$ cat src/rtl/pke.sv
// ---------------------------------------------------------------------------
// pke -- packet key extractor
//
// Parses the metadata word (word 0) and the Ethernet header word (word 1) of
// each packet. It produces a 102-bit lookup key {DMAC, SMAC, inport} and a
// 3-bit packet type. Each accepted word is forwarded with a fixed two-cycle
// delay, so the key is already stable when the packet reaches the next stage.
// A word that arrives while the parser is idle and is not a head word is
// dropped and counted.
//
// Build option:
//   PKE_PTP_VLAN_EN  when defined, a VLAN-tagged frame whose inner ethertype
//                    is 16'h88F7 is classified as PTP (type 2).
//
// Ports:
//   clk               clock; all logic runs on the rising edge
//   rst               asynchronous, active-high reset
//   in_pke_data       packet word {hdr[1:0], byte count[3:0], payload[127:0]}
//   in_pke_data_wr    in_pke_data is valid this cycle
//   in_pke_valid      packet-good flag, arrives with the tail word
//   in_pke_valid_wr   strobe for in_pke_valid
//   out_pke_data      packet word, delayed by two cycles
//   out_pke_data_wr   out_pke_data is valid
//   out_pke_valid     delayed packet-good flag
//   out_pke_valid_wr  delayed packet-good strobe
//   out_pke_pkttype   0 other, 1 VLAN-tagged, 2 PTP
//   out_pke_key       {DMAC[101:54], SMAC[53:6], inport[5:0]}
//   pke_err_cnt       saturating count of dropped words
// ---------------------------------------------------------------------------
module pke (
  input  logic         clk,
  input  logic         rst,
  input  logic [133:0] in_pke_data,
  input  logic         in_pke_data_wr,
  input  logic         in_pke_valid,
  input  logic         in_pke_valid_wr,
  output logic [133:0] out_pke_data,
  output logic         out_pke_data_wr,
  output logic         out_pke_valid,
  output logic         out_pke_valid_wr,
  output logic [2:0]   out_pke_pkttype,
  output logic [101:0] out_pke_key,
  output logic [15:0]  pke_err_cnt
);

  typedef enum logic [1:0] {IDLE, HDR, BODY} state_t;

  localparam logic [1:0]  HDR_HEAD  = 2'b01;
  localparam logic [1:0]  HDR_TAIL  = 2'b10;
  localparam logic [15:0] ETH_VLAN  = 16'h8100;
  localparam logic [15:0] ETH_PTP   = 16'h88F7;

  state_t       state_reg, state_next;
  logic         accept;
  logic         discard;
  logic         hdr_cap;
  logic [1:0]   word_hdr;
  logic [15:0]  outer_type;
  logic [2:0]   pkttype_next;
  logic [5:0]   inport_reg;

  logic [133:0] s1_data_reg;
  logic         s1_wr_reg;
  logic         s1_valid_reg;
  logic         s1_valid_wr_reg;

  assign word_hdr   = in_pke_data[133:132];
  assign outer_type = in_pke_data[31:16];

  // Parser: decides whether the current word is accepted or dropped.
  always_comb begin
    state_next = state_reg;
    accept     = 1'b0;
    discard    = 1'b0;
    hdr_cap    = 1'b0;
    if (in_pke_data_wr) begin
      case (state_reg)
        IDLE: begin
          if (word_hdr == HDR_HEAD) begin
            accept     = 1'b1;
            state_next = HDR;
          end else begin
            discard = 1'b1;
          end
        end
        HDR: begin
          accept     = 1'b1;
          hdr_cap    = 1'b1;
          state_next = (word_hdr == HDR_TAIL) ? IDLE : BODY;
        end
        BODY: begin
          accept = 1'b1;
          if (word_hdr == HDR_TAIL) begin
            state_next = IDLE;
          end
        end
        default: state_next = IDLE;
      endcase
    end
  end

  always_ff @(posedge clk or posedge rst) begin
    if (rst) begin
      state_reg <= IDLE;
    end else begin
      state_reg <= state_next;
    end
  end

  // Classify the packet from the ethertype field(s) of the header word.
  always_comb begin
    pkttype_next = 3'd0;
    if (outer_type == ETH_PTP) begin
      pkttype_next = 3'd2;
    end else if (outer_type == ETH_VLAN) begin
      pkttype_next = 3'd1;
`ifdef PKE_PTP_VLAN_EN
      if (in_pke_data[15:0] == ETH_PTP) begin
        pkttype_next = 3'd2;
      end
`endif
    end
  end

  // The inport is taken from the metadata word and held until the header
  // word arrives. The key and type then change only on that word.
  always_ff @(posedge clk or posedge rst) begin
    if (rst) begin
      inport_reg      <= 6'd0;
      out_pke_key     <= 102'd0;
      out_pke_pkttype <= 3'd0;
    end else begin
      if (accept && (state_reg == IDLE)) begin
        inport_reg <= in_pke_data[101:96];
      end
      if (hdr_cap) begin
        out_pke_key     <= {in_pke_data[127:80], in_pke_data[79:32], inport_reg};
        out_pke_pkttype <= pkttype_next;
      end
    end
  end

  // Two-stage delay line. It shifts every cycle, so input gaps are
  // reproduced exactly. Dropped words enter as empty slots.
  always_ff @(posedge clk or posedge rst) begin
    if (rst) begin
      s1_data_reg      <= 134'd0;
      s1_wr_reg        <= 1'b0;
      s1_valid_reg     <= 1'b0;
      s1_valid_wr_reg  <= 1'b0;
      out_pke_data     <= 134'd0;
      out_pke_data_wr  <= 1'b0;
      out_pke_valid    <= 1'b0;
      out_pke_valid_wr <= 1'b0;
    end else begin
      s1_data_reg      <= accept ? in_pke_data : 134'd0;
      s1_wr_reg        <= accept;
      s1_valid_reg     <= in_pke_valid & accept;
      s1_valid_wr_reg  <= in_pke_valid_wr & accept;
      out_pke_data     <= s1_data_reg;
      out_pke_data_wr  <= s1_wr_reg;
      out_pke_valid    <= s1_valid_reg;
      out_pke_valid_wr <= s1_valid_wr_reg;
    end
  end

  // The error counter stops at all-ones instead of wrapping.
  always_ff @(posedge clk or posedge rst) begin
    if (rst) begin
      pke_err_cnt <= 16'd0;
    end else if (discard && (pke_err_cnt != 16'hFFFF)) begin
      pke_err_cnt <= pke_err_cnt + 16'd1;
    end
  end

endmodule

$ cat config.mk
export PLATFORM = sky130hd
export DESIGN_NAME = pke
export DESIGN_NICKNAME = d
export VERILOG_FILES = /design/src/rtl/pke.sv
export SDC_FILE = /design/constraint.sdc
export NUM_CORES = 1
export LEC_CHECK = 0
export CAP_MARGIN = 20
export CORE_UTILIZATION = 42
export CTS_CLUSTER_SIZE = 16
export DETAILED_ROUTE_END_ITERATION = 16
export HOLD_SLACK_MARGIN = 0.1
export PLACE_DENSITY = 0.76
export SLEW_MARGIN = 30
export SYNTH_ARGS = -nofsm -noshare
export SYNTH_HDL_FRONTEND = slang
export SYNTH_SLANG_ARGS = --single-unit
$ cat constraint.sdc
create_clock -name clk -period 12.8 [get_ports clk]
set_clock_uncertainty 0.15 [all_clocks]
set_input_delay 2.56 -clock clk [delete_from_list [all_inputs] [get_ports clk]]
set_output_delay 2.56 -clock clk [all_outputs]
set_load 0.1 [all_outputs]
* Word-level counts from Yosys, hierarchy flattened *
Index checks and enable logic that the tools add are counted.

word-level totals
  register bits = 403
  bits of input ports = 139
  output and inout bits = 258
  word-level logic and storage cells = 45

operators by class
  add/subtract/negate cells = 1
  equal/unequal tests = 9
  multiplexer cells = 15
  bitwise logic cells = 2
  reductions and logical operators = 5

operators with widths
  kind                     count
  $mux W134                1
  $eq A16 B16 Y1 const B   2
  $add A16 B1 Y16 const B  1
  $ne A16 B16 Y1 const B   1
  $mux W1                  8
  $mux W2                  4
  $pmux W2 S3              1
  $eq A2 B1 Y1 const B     2
  $eq A2 B2 Y1 const B     2
  $ne A2 B2 Y1 const B     2
  $reduce_and A3 Y1        1
  $and A1 B1 Y1            2
  $logic_and A1 B1 Y1      2
  $logic_not A2 Y1         1
  $pmux W1 S2              1
  $reduce_or A2 Y1         1

* Logic depth before layout (Yosys ltp) *
Gate-level depths: netlist of the first run.

  depth in word-level cells = 5
  mapped depth = 7
  mapped depth without buffers = 6

* Worst setup path before layout of the first run *
No wires, ideal clock.

  kind = input-to-reg
  start = input port in_pke_data[132]
  end = register pke_err_cnt[14]
  library setup time = 128 ps
  data arrival time = 3,597 ps
  required time = 12,522 ps
  slack = 8,925 ps
  cell stages on the path = 4
  buffers on the path = 0
  cells stage by stage = nor2b_1 > nor4_2 > and4_1 > mux2_1

on the way
  cells in the longest elaborated chain, start to end = 5

RTL lines
  item                    line  source
  start: declaration      33    input logic [133:0] in_pke_data,
  $eq A2 B1 Y1            79    if (word_hdr == HDR_HEAD) begin
  $mux W1                 79
  $mux W1                 77    case (state_reg)
  $mux W1                 76    if (in_pke_data_wr) begin
  $logic_and A1 B1 Y1     171   end else if (discard && (pke_err_cnt != 16'hFFFF)) begin
  end signal: assignment  172   pke_err_cnt <= pke_err_cnt + 16'd1;
  end: declaration        43    output logic [15:0] pke_err_cnt

Every way passes these cells.
A chain may end at the register's enable or synchronous reset.

==> results of run 1 <==
-- worst min-delay path by stage --
| stage | end | depth (start not counted) | slack [ns] |
|---|---|---|---|
| 6_report | out_pke_data[21] | 0 | 0.19 |
| 3_5_place_dp | out_pke_data[100] | 0 | 0.18 |
| 3_3_place_gp | out_pke_data[42] | 0 | 0.18 |
| 5_1_grt | out_pke_data[98] | 0 | 0.20 |
| 2_1_floorplan | out_pke_data[0] | 0 | 0.18 |
| 4_1_cts | out_pke_data[125] | 0 | 0.19 |
-- placed cells by master, fill, tap and decap left out, drive strengths merged, types with 5 or more instances in the layout --
cell type      Yosys  layout
and2             137     137
buf               13      23
clkbuf            15      59
clkdlybuf4s50      0     379
clkinv             0       9
dfrtp            402     402
ha                 6       6
inv                4       6
mux2             112     112
nand2             13      13
nand4             12      12
nor3               5       5
xnor2              5       5
xor2               7       7
-- metrics by stage --
stage          cell area (um^2)  utilization
2_1_floorplan             13000            -
3_3_place_gp              17400        0.578
3_5_place_dp              17300        0.577
4_1_cts                   18700        0.622
5_1_grt                   18700        0.621
6_report                  18700        0.621
-- worst max-delay path: cells and delay by family --
| family | cells | cell delay (ns) |
|---|---|---|
| buf+inv | 6 | 2.82 |
-- layout make-up --
cell class | instances | area, um^2 | share of cell area
clock buffer | 58 | 1160 | 0.0622
clock inverter | 16 | 169 | 0.00906
inverter | 4 | 18.8 | 0.00101
multi-input combinational | 337 | 2780 | 0.149
sequential | 402 | 10100 | 0.539
tap | 390 | 488 | 0.0262
timing repair buffer | 403 | 3970 | 0.213
-- per-layer routing --
| layer | wire length [um] | track usage |
|---|---|---|
| met5 | 11 | 0 |
| met4 | 1120 | 0.0816 |
| met3 | 2340 | 0.0563 |
| met2 | 14800 | 0.320 |
| met1 | 11400 | 0.230 |
-- cells by family (layout without fill, tap and decap cells) --
kind of cell,Yosys count,count (layout),synth area share
buffers and inverters,32,481,0.0103
adder cells (fa/ha/maj),6,6,0.00579
other,1,1,0.000289
AO/OA/AOI/OAI,8,8,0.00348
multiplexers,113,113,0.0984
XOR/XNOR,12,12,0.00811
AND/OR/NAND/NOR,197,197,0.0972
flip-flops,402,402,0.776
==> impl_metrics.yaml, run 1 <==
run_status:
  status: "complete, no violations"
yosys:
  syn-cell-area_um2: 13000
  ys_seq_area_frac: 0.776
  syn_inst: 771
  syn_area_per_cell_um2: 16.8
  ys_warn_count: 0
  synthTopCellsByArea: "dfrtp_1, mux2_2, and2_1"
  synth-seq-cells: 402
  synth_cell_type_count: 39
  synth-edff-count: 0
  synthArstFlopShare: 1.00
  synth_most_common_cell: "dfrtp_1"
  syn_nets: 916
  yosysTopAreaCellShare: 0.776
  synth_flop_cell: "dfrtp_1"
  synth_common_cells: "dfrtp_1, and2_1, mux2_2"
  synth.largest_area_cell: "dfrtp_1"
routing:
  drtIter0Drc: 448
  drt_pass1_iterations: 4
  wl_per_cell_um: 18.4
  drc: 0
  postRouteAntennaNets: 0
  vias: 7567
  wl_um: 29600
  via_per_inst: 4.70
timing:
  worstMarginPinSlew_ns: 1.05
  hold_violations: 0
  final-setup-viol-count: 0
  grt_setup_unrepaired: "no"
  slew_headroom: 0.300
  period_share: 0.403
  finalMaxSlewViolations: 0
  clock.fmax_ghz: 0.194
  hold_slack_ns: 0.191
  period_minus_slack_ns: 5.16
  setup-tns-final_ns: 0
  fin_ws_ns: 7.64
worst_hold_path:
  hold_class: "register to register"
  holdCritStartpoint: "s1_data_reg[21]"
clock_network:
  cts-buffers-inserted: 41
  clkSinkCount: 402
  postCtsResizedCells: 0
  cts_tree: "built"
  cts_max_path_buffers: 3
  root_buffer: "clkbuf_16"
  cts_max_level: 2
  hold_buffers: 0
  clkTransAtPathRegs_ns: 0.06
  clock_latency_ns: 0.51
  cts_setup_buffers: 0
finish:
  syn_to_final_growth_pct: 43.9
  fin_nets: 1334
  fin_cells: 1610
  diodes: 0
  drive_gt1_frac: 0.170
  nFillCells: 2220
setup_path:
  r2r-end: "out_pke_key[13]"
  r2r-start: "state_reg[1]"
  crit_arrival_ns: 5.55
  cp-end-kind: "async pin"
  regToRegSetupSlack_ns: 10.05
  cpPeakStageDelay_ns: 0.75
  crit_top_cell: "buf_4"
  crit_path_end: "out_pke_data[27]"
  cp_slowest_cell: "buf_4"
  rr_worst_depth: 5
  cp_max_fo: 107
  cp-start-kind: "input port"
  worstSetupStartpoint: "rst"
  cp_cell_sequence: "clkdlybuf4s50_1 -> clkinvlp_4 -> buf_12 -> buf_16 -> buf_4 -> buf_4"
  worstPathRequired_ns: 13.19
  path_class: "input port to async pin"
floorplanning:
  core_um2: 30000
  placementRows: 63
  die_area_um2: 31600
  die_x_um: 178
  pin_count: 397
  initial_core_util: 0.431
  die_y_um: 178
global_route:
  grt_max_degree: 108
  grt_pass1_vias: 8033
  track_usage: 0.191
  grt_pass1_wl_um: 45700
  antenna_found_initial: 1
  globalRouteOverflowTotal: 0
placement:
  numPlacedInstances: 1536
  gp_congestion: 0.798
  io_buffers: 395
  dp_hpwl_um: 20600
  dp_slack_ns: 6.96
run:
  drv_cap: 0
Power of run 1 is not shown: default switching activity piles up to over one toggle a cycle in this logic, so the estimate is an artifact.
==> inputs of run 2 (changes only) <==
--- a/config.mk
+++ b/config.mk
@@ -6,11 +6,11 @@
 export NUM_CORES = 1
 export LEC_CHECK = 0
 export CAP_MARGIN = 20
-export CORE_UTILIZATION = 42
+export CORE_UTILIZATION = 46
 export CTS_CLUSTER_SIZE = 16
 export DETAILED_ROUTE_END_ITERATION = 16
 export HOLD_SLACK_MARGIN = 0.1
-export PLACE_DENSITY = 0.76
+export PLACE_DENSITY = 0.79
 export SLEW_MARGIN = 30
 export SYNTH_ARGS = -nofsm -noshare
 export SYNTH_HDL_FRONTEND = slang
==> constraint.sdc (replaced) <==
create_clock -name clk -period 4.79 [get_ports clk]
set_clock_uncertainty 0.15 [all_clocks]
set_input_delay 0.958 -clock clk [delete_from_list [all_inputs] [get_ports clk]]
set_output_delay 0.958 -clock clk [all_outputs]
set_load 0.1 [all_outputs]
==> run 2 against run 1 <==
- non-clock buffer count grew 6
- critical path depth shrank 5
- sequential cell count is the same
- clock-buffer cell count shrank 5
- worst hold slack lost 0.0015 ns
- global-route usage grew 1.2 points
- register-to-register slack lost 7.6 ns
- critical endpoint is now pke_err_cnt[3]
==> impl_metrics.yaml, run 2 (same netlist as run 1, synthesis figures left out) <==
routing:
  drt_pass1_iterations: 4
  drc: 0
  drtIter0Drc: 424
  wl_um: 29400
  vias: 7435
  wl_per_cell_um: 18.4
  via_per_inst: 4.65
  postRouteAntennaNets: 0
timing:
  setup-tns-final_ns: 0
  finalMaxSlewViolations: 0
  fin_ws_ns: 1.47
  period_share: 0.694
  worstMarginPinSlew_ns: 1.05
  grt_setup_unrepaired: "no"
  hold_violations: 0
  clock.fmax_ghz: 0.301
  slew_headroom: 0.298
  period_minus_slack_ns: 3.32
  final-setup-viol-count: 0
placement:
  dp_hpwl_um: 19900
  io_buffers: 395
  gp_congestion: 0.834
  dp_slack_ns: 1.47
clock_network:
  cts_max_path_buffers: 3
  hold_buffers: 0
  postCtsResizedCells: 0
  cts_max_level: 2
  root_buffer: "clkbuf_16"
  clkTransAtPathRegs_ns: 0.06
  cts_setup_buffers: 0
  cts_tree: "built"
  clkSinkCount: 402
  clock_latency_ns: 0.50
  cts-buffers-inserted: 40
setup_path:
  cp_num_cells: 1
  path_delay_family: "buffers and inverters"
  crit_buf_inv: 1
  cp-end-kind: "output port"
  cp-start-kind: "register"
  rr_worst_depth: 5
  cp_max_fo: 7
  worstPathRequired_ns: 3.68
  r2r-start: "state_reg[1]"
  r2r-end: "out_pke_key[82]"
  crit_arrival_ns: 2.22
  cp_cell_sequence: "clkdlybuf4s50_1"
  path_class: "register to output port"
  cp_slowest_cell: "clkdlybuf4s50_1"
  regToRegSetupSlack_ns: 2.41
  cpPeakStageDelay_ns: 1.21
run_status:
  status: "complete, no violations"
global_route:
  antenna_found_initial: 1
  grt_pass1_vias: 7652
  grt_pass1_wl_um: 44500
  grt_max_degree: 70
  globalRouteOverflowTotal: 0
  track_usage: 0.203
finish:
  nFillCells: 1942
  fin_util: 0.672
  most-common-layout-cells: "dfrtp_1, clkdlybuf4s50_1, and2_1"
  drive_gt1_frac: 0.170
  final_common_cell: "dfrtp_1"
  fin_nets: 1339
  syn_to_final_growth_pct: 44.1
floorplanning:
  initial_core_util: 0.466
  die_x_um: 170
  die_y_um: 170
  core_um2: 27800
  pin_count: 397
  placementRows: 61
  die_area_um2: 28800
worst_hold_path:
  hold_class: "register to register"
  hold_path_end: "out_pke_data[115]"
  hold_depth: 0
  holdCritStartpoint: "s1_data_reg[115]"
run:
  drv_cap: 0
==> run 2: cell count changes in the layout (fill, tap and decap cells not counted), sizes merged <==
| cell | previous run | this run |
|---|---|---|
| diode | 0 | 1 |
| buf | 23 | 28 |
| bufinv | 3 | 2 |
| clkinvlp | 2 | 4 |
| clkbuf | 59 | 53 |
| clkinv | 9 | 10 |
| inv | 6 | 3 |
| clkdlybuf4s50 | 379 | 381 |
==> run 2: worst max-delay path by stage <==
stage	end	slack (ns)	from
after floorplan	inport_reg[0]	-1.73	rst
after global placement	out_pke_key[82]	1.52	in_pke_data_wr
after detailed placement	out_pke_key[82]	1.47	in_pke_data_wr
after CTS	pke_err_cnt[3]	1.44	pke_err_cnt[3]
after global routing	pke_err_cnt[3]	1.40	pke_err_cnt[3]
final	pke_err_cnt[3]	1.47	pke_err_cnt[3]
==> run 2: per-layer routing <==
metal	track usage	share of wire	routed length, um
met4	0.0705	0.030	895
met3	0.0605	0.083	2450
met1	0.247	0.39	11300
met2	0.344	0.50	14700
met5	0	0	0
==> run 2: worst reg2reg max path: cells and delay by family (launching register included) <==
kind | cells | cell delay [ns]
flops | 1 | 0.38
mux | 1 | 0.43
buf+inv | 2 | 0.47
simple gates | 1 | 0.59
fa+ha+maj | 1 | 0.25
==> run 2: area by class of cell <==
type,count,area (um^2),share of cell area
well taps,378,473,0.0253
clock buffers,53,1120,0.0600
multi-input cells,337,2780,0.149
repair buffers,409,4070,0.218
inverters,4,18.8,0.00101
diodes,1,2.50,0.000134
flip-flops and latches,402,10100,0.539
clock inverters,15,144,0.00771
==> run 2: stage by stage <==
| stage | hold WS, ns | cells | area (um^2) |
|---|---|---|---|
| after floorplan | 0.181 | 771 | 13000 |
| after global placement | 0.181 | 1529 | 17400 |
| after detailed placement | 0.185 | 1529 | 17400 |
| after CTS | 0.190 | 1597 | 18700 |
| after global routing | 0.197 | 1599 | 18700 |
| final | 0.190 | 1599 | 18700 |
Power of run 2 is left out for the same reason.
